`config.mk`:
```
export PLATFORM = sky130hd
export DESIGN_NAME = io_seg_scheduler_flat
export DESIGN_NICKNAME = d
export VERILOG_FILES = /design/src/rtl/io_seg_scheduler_pkg.sv /design/src/rtl/io_seg_scheduler_if.sv /design/src/rtl/io_seg_scheduler_fifo.sv /design/src/rtl/io_seg_scheduler.sv /design/src/flat_wrapper.sv
export SDC_FILE = /design/constraint.sdc
export NUM_CORES = 1
export LEC_CHECK = 0
export CAP_MARGIN = 20
export CORE_ASPECT_RATIO = 1.5
export CORE_UTILIZATION = 40
export DETAILED_ROUTE_END_ITERATION = 8
export PLACE_DENSITY = 0.67
export SYNTH_ARGS = -nofsm -noshare
export SYNTH_HDL_FRONTEND = slang
export SYNTH_HIERARCHICAL = 1
export SYNTH_SLANG_ARGS = --single-unit
```
`constraint.sdc`:
```
create_clock -name clk -period 5.4 [get_ports clk]
set_input_delay 1.08 -clock clk [delete_from_list [all_inputs] [get_ports clk]]
set_output_delay 1.08 -clock clk [all_outputs]
set_load 0.005 [all_outputs]
```
`src/rtl/io_seg_scheduler_pkg.sv`:
```
// io_seg_pkg: shared constants, state type and helpers for the 7-segment
// display scheduler. The IO decode and the status read path both use the
// address constants below, so they cannot drift apart.
package io_seg_pkg;

    // Default width of one display value and one second of hold at 100 MHz
    localparam int          SEG_DATA_W  = 24;
    localparam logic [31:0] SEG_HOLD_1S = 32'd100000000;

    // IO addresses: data write (enqueue), hold register write, status read
    localparam logic [31:0] SEG_DATA_ADDR   = 32'hFFFF_FC00;
    localparam logic [31:0] SEG_HOLD_ADDR   = 32'hFFFF_FC04;
    localparam logic [31:0] SEG_STATUS_ADDR = 32'hFFFF_FC08;

    // Scheduler state: nothing on display, or an entry is being shown
    typedef enum logic {
        IDLE = 1'b0,
        SHOW = 1'b1
    } seg_state_e;

    // A hold of 0 behaves like 1 cycle; the timer counts down to zero, so
    // the value loaded is one less than the display length
    function automatic logic [31:0] holdToTimer(input logic [31:0] hold);
        return (hold == 32'd0) ? 32'd0 : hold - 32'd1;
    endfunction

endpackage

```
`src/rtl/io_seg_scheduler_if.sv`:
```
// Bus between the IO block (master: write strobes, hold config, flush)
// and the segment scheduler (slave: display value and queue status).
interface io_seg_scheduler_if #(
    parameter int DATA_W = 24,
    parameter int DEPTH  = 32
);
    localparam int LVL_W = $clog2(DEPTH) + 1;

    logic              wr_en;
    logic [DATA_W-1:0] wr_data;
    logic              flush;
    logic              hold_we;
    logic [31:0]       hold_cfg;
    logic [DATA_W-1:0] seg_out;
    logic              seg_valid;
    logic              full;
    logic              empty;
    logic [LVL_W-1:0]  level;
    logic              overflow;

    modport master (
        output wr_en, wr_data, flush, hold_we, hold_cfg,
        input  seg_out, seg_valid, full, empty, level, overflow
    );

    modport slave (
        input  wr_en, wr_data, flush, hold_we, hold_cfg,
        output seg_out, seg_valid, full, empty, level, overflow
    );
endinterface

```
`src/rtl/io_seg_scheduler_fifo.sv`:
```
// seg_fifo: circular queue of display values with a separate level
// counter and registered full/empty/overflow status.
// Build option SEG_SCHED_OVERWRITE_EN: a write while full replaces the
// oldest queued entry instead of being dropped (overflow still pulses).
module seg_fifo #(
    parameter int DATA_W = 24,
    parameter int DEPTH  = 32
) (
    input  logic                       clk,
    input  logic                       rst_n,
    input  logic                       flush_i,
    input  logic                       push_i,
    input  logic [DATA_W-1:0]          pushData_i,
    input  logic                       pop_i,
    output logic [DATA_W-1:0]          headData_o,
    output logic                       full_o,
    output logic                       empty_o,
    output logic [$clog2(DEPTH):0]     level_o,
    output logic                       overflow_o
);
    localparam int PTR_W = $clog2(DEPTH);
    localparam int LVL_W = PTR_W + 1;

    logic [DATA_W-1:0] mem_q [DEPTH];
    logic [PTR_W-1:0]  wrPtr_q, wrPtr_d;
    logic [PTR_W-1:0]  rdPtr_q, rdPtr_d;
    logic [LVL_W-1:0]  level_q, level_d;
    logic              full_q, full_d;
    logic              empty_q, empty_d;
    logic              overflow_q, overflow_d;
    logic              memWe;
    logic              popOk;
    logic              pushOk;

    // Next pointers/level: flush wins, a pop never makes room for a push
    always_comb begin
        wrPtr_d    = wrPtr_q;
        rdPtr_d    = rdPtr_q;
        level_d    = level_q;
        overflow_d = 1'b0;
        memWe      = 1'b0;
        popOk      = 1'b0;
        pushOk     = 1'b0;
        if (flush_i) begin
            wrPtr_d = '0;
            rdPtr_d = '0;
            level_d = '0;
        end else begin
            popOk      = pop_i && !empty_q;
            pushOk     = push_i && !full_q;
            overflow_d = push_i && full_q;
`ifdef SEG_SCHED_OVERWRITE_EN
            memWe   = push_i;
            wrPtr_d = wrPtr_q + PTR_W'(push_i);
            rdPtr_d = rdPtr_q + PTR_W'(popOk) + PTR_W'(overflow_d);
`else
            memWe   = pushOk;
            wrPtr_d = wrPtr_q + PTR_W'(pushOk);
            rdPtr_d = rdPtr_q + PTR_W'(popOk);
`endif
            level_d = level_q + LVL_W'(pushOk) - LVL_W'(popOk);
        end
    end

    assign full_d  = (level_d == LVL_W'(DEPTH));
    assign empty_d = (level_d == '0);

    // Control and status registers, cleared asynchronously
    always_ff @(posedge clk or negedge rst_n) begin
        if (!rst_n) begin
            wrPtr_q    <= '0;
            rdPtr_q    <= '0;
            level_q    <= '0;
            full_q     <= 1'b0;
            empty_q    <= 1'b1;
            overflow_q <= 1'b0;
        end else begin
            wrPtr_q    <= wrPtr_d;
            rdPtr_q    <= rdPtr_d;
            level_q    <= level_d;
            full_q     <= full_d;
            empty_q    <= empty_d;
            overflow_q <= overflow_d;
        end
    end

    // Storage array; contents are meaningless until written so no reset
    always_ff @(posedge clk) begin
        if (memWe) begin
            mem_q[wrPtr_q] <= pushData_i;
        end
    end

    assign headData_o = mem_q[rdPtr_q];
    assign full_o     = full_q;
    assign empty_o    = empty_q;
    assign level_o    = level_q;
    assign overflow_o = overflow_q;
endmodule

```
`src/rtl/io_seg_scheduler.sv`:
```
// io_seg_scheduler: queues CPU writes to the segment address and shows
// each value on seg_out for max(hold,1) cycles, back-to-back when more
// entries are waiting. Build option SEG_SCHED_OVERWRITE_EN selects the
// overwrite-oldest behaviour of the queue when it is full.
module io_seg_scheduler
    import io_seg_pkg::*;
#(
    parameter int          DATA_W   = SEG_DATA_W,
    parameter int          DEPTH    = 32,
    parameter logic [31:0] HOLD_RST = SEG_HOLD_1S
) (
    input  logic               clk,
    input  logic               rst_n,
    io_seg_scheduler_if.slave  bus
);
    localparam int LVL_W = $clog2(DEPTH) + 1;

    seg_state_e        state_q;
    logic [31:0]       timer_q;
    logic [31:0]       hold_q;
    logic [DATA_W-1:0] segOut_q;
    logic              segValid_q;
    logic [DATA_W-1:0] headData;
    logic [LVL_W-1:0]  fifoLevel;
    logic              pop;

    // Take the head when idle or when the current entry's time is up;
    // uses the registered level, so a same-cycle push is not seen yet
    assign pop = !bus.flush && (fifoLevel != '0) &&
                 ((state_q == IDLE) || (timer_q == 32'd0));

    seg_fifo #(
        .DATA_W (DATA_W),
        .DEPTH  (DEPTH)
    ) u_fifo (
        .clk        (clk),
        .rst_n      (rst_n),
        .flush_i    (bus.flush),
        .push_i     (bus.wr_en),
        .pushData_i (bus.wr_data),
        .pop_i      (pop),
        .headData_o (headData),
        .full_o     (bus.full),
        .empty_o    (bus.empty),
        .level_o    (fifoLevel),
        .overflow_o (bus.overflow)
    );

    // Display FSM with hold register, timer and registered segment outputs
    always_ff @(posedge clk or negedge rst_n) begin
        if (!rst_n) begin
            state_q    <= IDLE;
            timer_q    <= '0;
            hold_q     <= HOLD_RST;
            segOut_q   <= '0;
            segValid_q <= 1'b0;
        end else begin
            if (bus.hold_we) begin
                hold_q <= bus.hold_cfg;
            end
            if (bus.flush) begin
                state_q    <= IDLE;
                timer_q    <= '0;
                segOut_q   <= '0;
                segValid_q <= 1'b0;
            end else begin
                unique case (state_q)
                    IDLE: begin
                        if (pop) begin
                            segOut_q   <= headData;
                            segValid_q <= 1'b1;
                            timer_q    <= holdToTimer(hold_q);
                            state_q    <= SHOW;
                        end else begin
                            segOut_q   <= '0;
                            segValid_q <= 1'b0;
                        end
                    end
                    SHOW: begin
                        if (timer_q != 32'd0) begin
                            timer_q <= timer_q - 32'd1;
                        end else if (pop) begin
                            segOut_q <= headData;
                            timer_q  <= holdToTimer(hold_q);
                        end else begin
                            segOut_q   <= '0;
                            segValid_q <= 1'b0;
                            state_q    <= IDLE;
                        end
                    end
                    default: begin
                        state_q <= IDLE;
                    end
                endcase
            end
        end
    end

    assign bus.seg_out   = segOut_q;
    assign bus.seg_valid = segValid_q;
    assign bus.level     = fifoLevel;
endmodule

```
`src/flat_wrapper.sv`:
```
// flat-port wrapper written by rule: the top's interface ports become plain ports
module io_seg_scheduler_flat import io_seg_pkg::*;
#(
    parameter int          DATA_W   = SEG_DATA_W,
    parameter int          DEPTH    = 32,
    parameter logic [31:0] HOLD_RST = SEG_HOLD_1S
)
  (clk, rst_n, bus_wr_en, bus_wr_data, bus_flush, bus_hold_we, bus_hold_cfg, bus_seg_out, bus_seg_valid, bus_full, bus_empty, bus_level, bus_overflow);
  io_seg_scheduler_if #(.DATA_W(DATA_W), .DEPTH(DEPTH)) bus_i ();
  input  logic clk;
  input  logic rst_n;
  input wire logic [$bits(bus_i.wr_en)-1:0] bus_wr_en;
  input wire logic [$bits(bus_i.wr_data)-1:0] bus_wr_data;
  input wire logic [$bits(bus_i.flush)-1:0] bus_flush;
  input wire logic [$bits(bus_i.hold_we)-1:0] bus_hold_we;
  input wire logic [$bits(bus_i.hold_cfg)-1:0] bus_hold_cfg;
  output wire logic [$bits(bus_i.seg_out)-1:0] bus_seg_out;
  output wire logic [$bits(bus_i.seg_valid)-1:0] bus_seg_valid;
  output wire logic [$bits(bus_i.full)-1:0] bus_full;
  output wire logic [$bits(bus_i.empty)-1:0] bus_empty;
  output wire logic [$bits(bus_i.level)-1:0] bus_level;
  output wire logic [$bits(bus_i.overflow)-1:0] bus_overflow;
  assign bus_i.wr_en = bus_wr_en;
  assign bus_i.wr_data = bus_wr_data;
  assign bus_i.flush = bus_flush;
  assign bus_i.hold_we = bus_hold_we;
  assign bus_i.hold_cfg = bus_hold_cfg;
  assign bus_seg_out = bus_i.seg_out;
  assign bus_seg_valid = bus_i.seg_valid;
  assign bus_full = bus_i.full;
  assign bus_empty = bus_i.empty;
  assign bus_level = bus_i.level;
  assign bus_overflow = bus_i.overflow;
  io_seg_scheduler #(.DATA_W(DATA_W), .DEPTH(DEPTH), .HOLD_RST(HOLD_RST)) u_core (.clk(clk), .rst_n(rst_n), .bus(bus_i));
endmodule
```
==> flow_summary.ini <==
[drt]
num_vias = 18300
drc = 0
drt-total-wl_microns = 87600
wl_per_cell_microns = 28.3
via_per_inst = 5.91
ant_nets = 0
firstDrtPassIters = 5
drt-initial-drc-count = 1812

[setup_path]
crit_fanout = 11
crit_required_ps = 5960
worstPathArrival_ps = 4980
critical_path_class = reg2reg
critPathLaunchType = register
crit_path_end_kind = register

[clock_network]
clk_pin_slew_worst_paths_ps = 70
clock-sinks = 877
post-cts-setup-buffers = 0
cts_tree = built
clockBufferDepth = 3
clk_latency_ps = 670
ctsHoldBuffers = 0
htree_num_levels = 3
root_buffer = clkbuf_16
cts_resized = 0
cts_buffers = 82

[final_layout]
area_delta_synth_final_pct = 13.6
n_fill_cell = 7168
final_cell_count_no_fill = 3094
nets = 1963
diodes = 0
stdcell_area_sq_um = 39900
drive_above_1_share = 0.197

[placed_design]
dp_cells = 2944
io_buffers = 94
placedInstanceArea_sq_um = 37300
dp_hpwl_microns = 54700
place.gp.congestion = 0.872

[global_routing]
grt_use_met3 = 0.0319
grt_usage = 0.198
use_met2 = 0.351
grt_use_met1 = 0.236
grt-busiest-layer = met2
grt_pass1_vias = 18600
overflow = 0
grt_pass1_wl_microns = 127000
grt_max_degree = 106
antenna_found_initial = 0

[floorplan]
die_w_microns = 244
start_util = 0.405
fp-row-count = 132
dieArea_sq_um = 89000
io_pins = 95
die_y_microns = 365
core_sq_um = 86700

[power_and_ir_drop]
power-per-cell-area_nw_per_um2 = 407
ir_drop_mv = 0.282
power_leakage_nw = 12.6

[yosys]
ys_ff_latch = 877
synthTopCellsByCount = 768 x edfxtp_1, 121 x mux4_2, 97 x o22ai_1
syn_area_sq_um = 35100
yosys.cell_count.top_type = edfxtp_1
synth.distinct_cells = 81
synthCells = 1768
yosysTopAreaCellShare = 0.657
synthTopCellsByArea = edfxtp_1 66%, mux4_2 7.8%, dfrtp_1 6.8%, mux4_1 5.3%, o22ai_1 1.7%
yosysWarnings = 6
yosys_most_used_dff = edfxtp_1
syn-num-nets = 1842
async_reset_ff_frac = 0.124
synth_top_area_cell = edfxtp_1
seq_area_frac_synth = 0.735
synth-edff-count = 768
syn_area_per_cell_sq_um = 19.9

[timing]
finClkSkew_ps = 30.6
finalHoldViolCount = 0
slew_headroom = 0.307
finalCritPeriodShare = 0.818
finalSetupTns_ps = 0
worst_slew_pin_slew_ps = 1040
slew_violations = 0
fin_crit_ps = 4420
whs_ps = 492
fmax_ghz = 0.226
setup_viol = 0
grt_setup_unrepaired = false

[outcome]
outcome = finished clean

[min_path]
hold_class = reg2reg

[run]
drv_cap = 0
## logic make-up after synthesis
| logic type | count (synthesis) | synth area share |
|---|---|---|
| adder cells (fa/ha/maj) | 13 | 0.00484 |
| multiplexers | 225 | 0.141 |
| flip-flops | 877 | 0.735 |
| AND/OR/NAND/NOR | 272 | 0.0422 |
| XOR/XNOR | 45 | 0.0112 |
| AO/OA/AOI/OAI | 224 | 0.0441 |
| buffers and inverters | 112 | 0.0219 |
## area by class of cell
cell class,instances,area [sq um],area share
Clock buffer,112,2250,0.0564
Clock inverter,38,333,0.00834
Inverter,17,63.8,0.00160
Multi-Input combinational cell,779,8800,0.221
Sequential cell,877,25800,0.647
Tap cell,1139,1430,0.0357
Timing Repair Buffer,132,1220,0.0305
## routing by layer
metal | vias to the layer above | wire (microns)
met5 | - | 0
li1 | 7664 | -
met2 | 809 | 46100
met1 | 9661 | 31900
met3 | 160 | 5560
met4 | 0 | 4010
## worst max-delay path, cell delays in order, from the launching register on
cell and delay, ps:
dfrtp_1 450, or4_4 570, or3_1 530, nor4_4 640, nor2_2 110, nor2_4 110, nor2b_1 230, ha_1 160
inv_1 40, ha_1 220, fa_1 440, xnor2_1 210, nor3b_1 190, o221ai_1 180, o31ai_1 240
## metrics by stage
step,power [mW],setup slack (ps),util
after floorplan,9.88,1340,-
after global placement,10.7,1100,0.430
after detailed placement,10.8,1020,0.430
after CTS,16.3,991,0.460
after global routing,16.8,631,0.460
final,16.2,983,0.460
## flip-flops by register name, summed over array words and instances, names as in the netlist
| register | cells |
|---|---|
| u_core/bus.seg_out | 24 |
| u_core/u_fifo/empty_o | 1 |
| u_core/u_fifo/full_o | 1 |
| u_core/timer_q | 32 |
| u_core/u_fifo/overflow_o | 1 |
| u_core/bus.seg_valid | 1 |
| u_core/state_q | 1 |
| u_core/u_fifo/level_o | 6 |
| u_core/u_fifo/rdPtr_q | 5 |
| u_core/hold_q | 32 |
| u_core/u_fifo/wrPtr_q | 5 |
| u_core/u_fifo/mem_q | 768 |
## power by group
group	internal [mW]	switching, mW	total, mW
clock network	3.05	2.51	5.57
logic	1.19	1.52	2.72
registers	7.64	0.324	7.96
total	11.9	4.36	16.2
## final timing paths
kind / from / endpoint / slack, ps / cells after the start
min in group asynchronous: rst_n / u_core/u_fifo/level_o[0] / 570 / 1
hold reg to reg: u_core/bus.seg_valid / u_core/bus.seg_valid / 490 / 1
hold / removal: u_core/bus.seg_valid / u_core/bus.seg_valid / 490 / 1
setup reg to reg: u_core/timer_q[12] / u_core/u_fifo/empty_o / 980 / 14
max in group asynchronous: rst_n / u_core/bus.seg_out[1] / 3670 / 2
setup / recovery: u_core/timer_q[12] / u_core/u_fifo/empty_o / 980 / 14
## layout by cell type (no fill, tap or decap), types with 13 or more instances in the layout
cell / n
mux4_1: 71
dfstp_2: 13
a21oi_1: 22
mux2_2: 31
nor3_1: 21
dfrtp_1: 94
o21ai_0: 13
clkdlybuf4s50_1: 84
nor2_1: 43
o22ai_1: 97
nor4_1: 35
nand2_1: 40
nor2_4: 33
nand3_1: 18
a22o_1: 24
buf_4: 36
clkbuf_16: 83
clkbuf_1: 22
xnor2_1: 21
inv_1: 17
mux4_2: 121
edfxtp_1: 768
xor2_1: 24
(Power assumes the default switching activity.)
